### src/rtl/fft_pkg.sv
// Shared FFT definitions: point count and the input-buffer handshake state encodings.
package fft_pkg;
  localparam int N_POINTS = 8;
  localparam int IDX_W    = $clog2(N_POINTS);

  typedef enum logic {WR_FILL, WR_FULL_WAIT} wr_state_t;
  typedef enum logic {RD_EMPTY, RD_HOLD}     rd_state_t;
endpackage

### src/rtl/fft_input_buffer_if.sv
// Serial sample in / parallel frame out bus of the FFT input buffer.
interface fft_input_buffer_if #(parameter int DATA_W = 8);
  logic              in_valid;
  logic [DATA_W-1:0] in_data;
  logic              in_ready;
  logic [DATA_W-1:0] x0, x1, x2, x3, x4, x5, x6, x7;
  logic              frame_valid;
  logic              frame_ack;
  logic              overrun;

  // master: sample source plus FFT core; slave: the buffer itself
  modport master (output in_valid, in_data, frame_ack,
                  input  in_ready, x0, x1, x2, x3, x4, x5, x6, x7, frame_valid, overrun);
  modport slave  (input  in_valid, in_data, frame_ack,
                  output in_ready, x0, x1, x2, x3, x4, x5, x6, x7, frame_valid, overrun);
endinterface

### src/rtl/fft_sample_bank.sv
// N_POINTS x DATA_W register file: single write port, all words readable in parallel.
module fft_sample_bank
  import fft_pkg::*;
#(
  parameter int DATA_W = 8
) (
  input  logic                             fastclk,
  input  logic                             rst_n,
  input  logic                             we,
  input  logic [IDX_W-1:0]                 waddr,
  input  logic [DATA_W-1:0]                wdata,
  output logic [N_POINTS-1:0][DATA_W-1:0]  words
);
  always_ff @(posedge fastclk or negedge rst_n) begin
    if (!rst_n)  words        <= '0;
    else if (we) words[waddr] <= wdata;
  end
endmodule

### src/rtl/fft_input_buffer.sv
// Ping-pong serial-to-parallel buffer feeding the 8-point FFT core.
module fft_input_buffer
  import fft_pkg::*;
#(
  parameter int DATA_W = 8
) (
  input  logic               fastclk,
  input  logic               rst_n,
  fft_input_buffer_if.slave  bus
);
  wr_state_t wr_q, wr_d;
  rd_state_t rd_q, rd_d;
  logic [IDX_W-1:0] wr_idx;
  logic             bank_sel;   // index of the bank currently being written
  logic             overrun_q;
  logic             in_ready, accept, last, ack, swap;
  logic [1:0][N_POINTS-1:0][DATA_W-1:0] bank_words;
  logic [N_POINTS-1:0][DATA_W-1:0]      rd_words;

  assign in_ready = (wr_q == WR_FILL);
  assign accept   = bus.in_valid && in_ready;
  assign last     = accept && (wr_idx == IDX_W'(N_POINTS-1));
  assign ack      = bus.frame_ack && (rd_q == RD_HOLD);

  always_ff @(posedge fastclk or negedge rst_n) begin
    if (!rst_n) begin
      wr_q      <= WR_FILL;
      rd_q      <= RD_EMPTY;
      wr_idx    <= '0;
      bank_sel  <= 1'b0;
      overrun_q <= 1'b0;
    end else begin
      wr_q      <= wr_d;
      rd_q      <= rd_d;
      if (accept) wr_idx <= wr_idx + 1'b1;
      if (swap)   bank_sel <= ~bank_sel;
      if (bus.in_valid && !in_ready) overrun_q <= 1'b1;
    end
  end

  // A swap hands the just-completed write bank to the reader; the old read
  // bank is free by then, so writing can continue into it without a gap.
  always_comb begin
    wr_d = wr_q;
    rd_d = rd_q;
    swap = 1'b0;
    case (wr_q)
      WR_FILL: begin
        if (rd_q == RD_EMPTY) begin
          if (last) begin
            swap = 1'b1;
            rd_d = RD_HOLD;
          end
        end else begin
          if (last && ack)  swap = 1'b1;
          else if (last)    wr_d = WR_FULL_WAIT;
          else if (ack)     rd_d = RD_EMPTY;
        end
      end
      WR_FULL_WAIT: begin
        if (ack) begin
          swap = 1'b1;
          wr_d = WR_FILL;
        end
      end
      default: ;
    endcase
  end

  for (genvar b = 0; b < 2; b++) begin : g_bank
    fft_sample_bank #(.DATA_W(DATA_W)) u_bank (
      .fastclk (fastclk),
      .rst_n   (rst_n),
      .we      (accept && (bank_sel == 1'(b))),
      .waddr   (wr_idx),
      .wdata   (bus.in_data),
      .words   (bank_words[b])
    );
  end

  assign rd_words        = bank_words[~bank_sel];
  assign bus.x0          = rd_words[0];
  assign bus.x1          = rd_words[1];
  assign bus.x2          = rd_words[2];
  assign bus.x3          = rd_words[3];
  assign bus.x4          = rd_words[4];
  assign bus.x5          = rd_words[5];
  assign bus.x6          = rd_words[6];
  assign bus.x7          = rd_words[7];
  assign bus.in_ready    = in_ready;
  assign bus.frame_valid = (rd_q == RD_HOLD);
  assign bus.overrun     = overrun_q;
endmodule
### src/flat_wrapper.sv
// flat-port wrapper written by rule: the top's interface ports become plain ports
module fft_input_buffer_flat import fft_pkg::*;
#(
  parameter int DATA_W = 8
)
  (fastclk, rst_n, bus_in_valid, bus_in_data, bus_frame_ack, bus_in_ready, bus_x0, bus_x1, bus_x2, bus_x3, bus_x4, bus_x5, bus_x6, bus_x7, bus_frame_valid, bus_overrun);
  fft_input_buffer_if #(.DATA_W(DATA_W)) bus_i ();
  input  logic fastclk;
  input  logic rst_n;
  input wire logic [$bits(bus_i.in_valid)-1:0] bus_in_valid;
  input wire logic [$bits(bus_i.in_data)-1:0] bus_in_data;
  input wire logic [$bits(bus_i.frame_ack)-1:0] bus_frame_ack;
  output wire logic [$bits(bus_i.in_ready)-1:0] bus_in_ready;
  output wire logic [$bits(bus_i.x0)-1:0] bus_x0;
  output wire logic [$bits(bus_i.x1)-1:0] bus_x1;
  output wire logic [$bits(bus_i.x2)-1:0] bus_x2;
  output wire logic [$bits(bus_i.x3)-1:0] bus_x3;
  output wire logic [$bits(bus_i.x4)-1:0] bus_x4;
  output wire logic [$bits(bus_i.x5)-1:0] bus_x5;
  output wire logic [$bits(bus_i.x6)-1:0] bus_x6;
  output wire logic [$bits(bus_i.x7)-1:0] bus_x7;
  output wire logic [$bits(bus_i.frame_valid)-1:0] bus_frame_valid;
  output wire logic [$bits(bus_i.overrun)-1:0] bus_overrun;
  assign bus_i.in_valid = bus_in_valid;
  assign bus_i.in_data = bus_in_data;
  assign bus_i.frame_ack = bus_frame_ack;
  assign bus_in_ready = bus_i.in_ready;
  assign bus_x0 = bus_i.x0;
  assign bus_x1 = bus_i.x1;
  assign bus_x2 = bus_i.x2;
  assign bus_x3 = bus_i.x3;
  assign bus_x4 = bus_i.x4;
  assign bus_x5 = bus_i.x5;
  assign bus_x6 = bus_i.x6;
  assign bus_x7 = bus_i.x7;
  assign bus_frame_valid = bus_i.frame_valid;
  assign bus_overrun = bus_i.overrun;
  fft_input_buffer #(.DATA_W(DATA_W)) u_core (.fastclk(fastclk), .rst_n(rst_n), .bus(bus_i));
endmodule
### config.mk
export PLATFORM = sky130hd
export DESIGN_NAME = fft_input_buffer_flat
export DESIGN_NICKNAME = d
export VERILOG_FILES = /design/src/rtl/fft_pkg.sv /design/src/rtl/fft_input_buffer_if.sv /design/src/rtl/fft_sample_bank.sv /design/src/rtl/fft_input_buffer.sv /design/src/flat_wrapper.sv
export SDC_FILE = /design/constraint.sdc
export NUM_CORES = 1
export LEC_CHECK = 0
export CAP_MARGIN = 20
export CORE_MARGIN = 8
export CORE_UTILIZATION = 50
export CTS_CLUSTER_DIAMETER = 80
export DETAILED_ROUTE_END_ITERATION = 12
export PLACE_DENSITY_LB_ADDON = 0.25
export SYNTH_ARGS = -nofsm -noshare
export SYNTH_HDL_FRONTEND = slang
export SYNTH_HIERARCHICAL = 1
export SYNTH_SLANG_ARGS = --single-unit
### constraint.sdc
create_clock -name fastclk -period 1.89 [get_ports fastclk]
set_input_delay 0.189 -clock fastclk [delete_from_list [all_inputs] [get_ports fastclk]]
set_output_delay 0.189 -clock fastclk [all_outputs]
set_load 0.05 [all_outputs]
==> flow_summary.ini <==
[floorplanning]
core_area_mm2 = 0.0119
die_y_um = 126
die_x_um = 126
die_area_mm2 = 0.0159
initial_utilization_pct = 51.0
ios = 79
rows = 40

[critical_path]
timing.rr.end = u_core/g_bank[1].u_bank/words[16]$_DFFE_PN0P_
startpoint = u_core/bank_sel$_DFFE_PN0P_
reg2reg_slack_ns = 0.06
reg2reg_depth = 5
regToRegStartpoint = u_core/wr_q$_DFF_PN0_
startpoint_type = flip-flop
slowest_stage = dfrtp_2
crit_path_max_fanout = 23
worstSetupEndpointType = output pin
required_ns = 1.70
arrival_ns = 1.69
critPathKind = flip-flop to output pin
worstPathCellList = buf_8 -> mux2_2 -> buf_4
slowest_delay_ns = 0.43

[route]
drtPass1Iterations = 4
postRouteAntennaNets = 0
wl_per_cell_um = 19.7
drc = 0
via_per_inst = 5.45
num_vias = 3584
drt_iter0_drc = 190
m1WireLength_um = 5670
wl_um = 12900
dr.max_layer_used = met4
dr_wl_met3_um = 532
wl_met2_um = 6570

[placement]
port_buffers = 78
hpwl_um = 8260
dp_slack_ns = -0.218
place.gp.congestion = 0.707

[synthesis]
netlist_area_mm2 = 0.00607
synthFlopType = dfrtp_1
yosys.area.top_type_share_pct = 55.6
synth_common_cells = 167 x mux2_2, 135 x dfrtp_1, 20 x mux2_4, 13 x buf_2, 7 x mux2_1
synth_sequential_area_ratio_pct = 55.6
syn_avg_cell_area_um2 = 15.8
synth_edf_count = 0
async_flop_share_pct = 100
yosys_warnings = 6
synth_top_area_cell = dfrtp_1
synth.most_common_cell = mux2_2
synth-seq-cells = 135
ys_types = 24
synthesis.instances = 384
syn_nets = 398
synth.area.top_cells = dfrtp_1 56%, mux2_2 31%, mux2_4 4.9%

[final_layout]
fillers = 880
nets = 514
postLayoutCoreUtil_pct = 64.7
drive_gt1_share_pct = 64.0
area_growth_pct = 26.9
diodes = 0

[timing]
drv_slew = 0
fin_crit_sh_pct = 99.4
finalClockSkew_ns = 0.0122
setup_viol = 0
worst_slew_pin_slew_ns = 0.521
fmax_ghz = 0.532
final.min_clock_period_ns = 1.88
rsz0062_at_grt = yes
max_slew_margin_pct = 65.2
setup_ws_ns = 0.0106
hold_viol_final = 0

[clock_network]
cts_tree = done
cts_sinks = 135
cts.clk_slew.worst_paths_ns = 0.05
postCtsSetupBuffers = 0
cts_buffers = 17
insertion_delay_ns = 0.42
cts-htree-levels = 4
clockBufferDepth = 2
cts_root_buffer = clkbuf_16

[global_routing]
gr-total-overflow = 0
grt_max_degree = 94
grt_usage_pct = 17.2
grt_pass1_wl_um = 21300
antenna_found_initial = 0
first_global_vias = 4002

[min_path]
hp-class = primary input to flip-flop
worstHoldStart = bus_frame_ack
whs_endpoint = u_core/wr_q$_DFF_PN0_
hold_depth = 2

[job]
maxCapViolations = 0

[run_status]
run_status = finished, final reports clean
==> registers in the layout (all words and copies together), names as in the netlist <==
register / cells
u_core/bus.overrun: 1
u_core/g_bank.u_bank/words: 128
u_core/bank_sel: 1
u_core/wr_idx: 3
u_core/bus.frame_valid: 1
u_core/wr_q: 1
==> worst max-delay path: cells and delay by family (launching register included) <==
kind,cells,cell delay (ns)
buffers and inverters,2,0.44
muxes,1,0.38
DFF,1,0.43
==> final cells by class <==
cell class	instances	area, µm²	area share (%)
inverters	2	11.3	0.146
repair buffers	118	1030	13.4
clock buffers	26	499	6.48
clock inverters	4	20.0	0.260
well taps	147	184	2.39
multi-input cells	226	2580	33.5
flip-flops and latches	135	3380	43.8
==> cell usage in the layout (no fill, tap or decap), types with 2 or more instances in the layout <==
| master | n |
|---|---|
| o21ai_0 | 2 |
| mux2_4 | 23 |
| mux2_1 | 7 |
| a21oi_1 | 2 |
| buf_6 | 11 |
| clkbuf_1 | 5 |
| nand4b_1 | 6 |
| clkbuf_8 | 4 |
| nand4_1 | 2 |
| nor4b_4 | 2 |
| clkdlybuf4s50_1 | 11 |
| clkbuf_16 | 17 |
| dfrtp_1 | 133 |
| buf_12 | 5 |
| ha_1 | 2 |
| nor4bb_1 | 3 |
| nor4bb_2 | 2 |
| dfrtp_2 | 2 |
| mux2_2 | 164 |
| clkinv_2 | 4 |
| buf_4 | 88 |
==> per-stage QoR <==
| step | hold slack, ns | cells | TNS (ns) | area [µm²] |
|---|---|---|---|---|
| floorplan | -0.107 | 384 | -0.0311 | 6080 |
| global placement | 0.274 | 627 | -5.47 | 7090 |
| detailed placement | 0.289 | 627 | -7.48 | 7090 |
| CTS | 0.341 | 658 | -0.0118 | 7630 |
| global route | 0.368 | 658 | -1.08 | 7710 |
| finish | 0.355 | 658 | 0 | 7710 |
==> cell families (layout without fill, tap and decap cells) <==
family | Yosys count | after routing | share of synthesized area (%)
buffers and inverters | 23 | 150 | 2.55
AO/OA/AOI/OAI | 7 | 7 | 0.680
XOR/XNOR | 2 | 2 | 0.288
AND/OR/NAND/NOR | 21 | 21 | 3.23
adder cells (fa/ha/maj) | 2 | 2 | 0.412
flip-flops | 135 | 135 | 55.6
multiplexers | 194 | 194 | 37.2
==> metal layers <==
layer / GRT usage (%) / up-vias
met5: 0 / -
met4: 6.37 / 0
met3: 4.60 / 15
met2: 28.9 / 60
met1: 20.7 / 1870
li1: - / 1639
==> worst max-delay path by stage <==
stage                                                    endpoint  slack, ns  cells past startpoint
CTS                                                     bus_x7[5]      -0.01                      3
finish                                                  bus_x7[5]       0.01                      3
global route        u_core/g_bank[0].u_bank/words[33]$_DFFE_PN0P_      -0.04                      7
detailed placement  u_core/g_bank[1].u_bank/words[16]$_DFFE_PN0P_      -0.22                      5
floorplan            u_core/g_bank[0].u_bank/words[0]$_DFFE_PN0P_     -0.004                      6
global placement    u_core/g_bank[1].u_bank/words[17]$_DFFE_PN0P_      -0.14                      5
==> repair_timing <==
action | 4_1_cts | 5_1_grt
hold endpoints to repair | 135 | 0
hold buffers | 1 | 0
resized for setup | 5 | 17
gates cloned | 0 | 0
setup endpoints to repair | 31 | 60
Power is not shown: default switching activity piles up to over one toggle a cycle in this logic, so the estimate is an artifact.
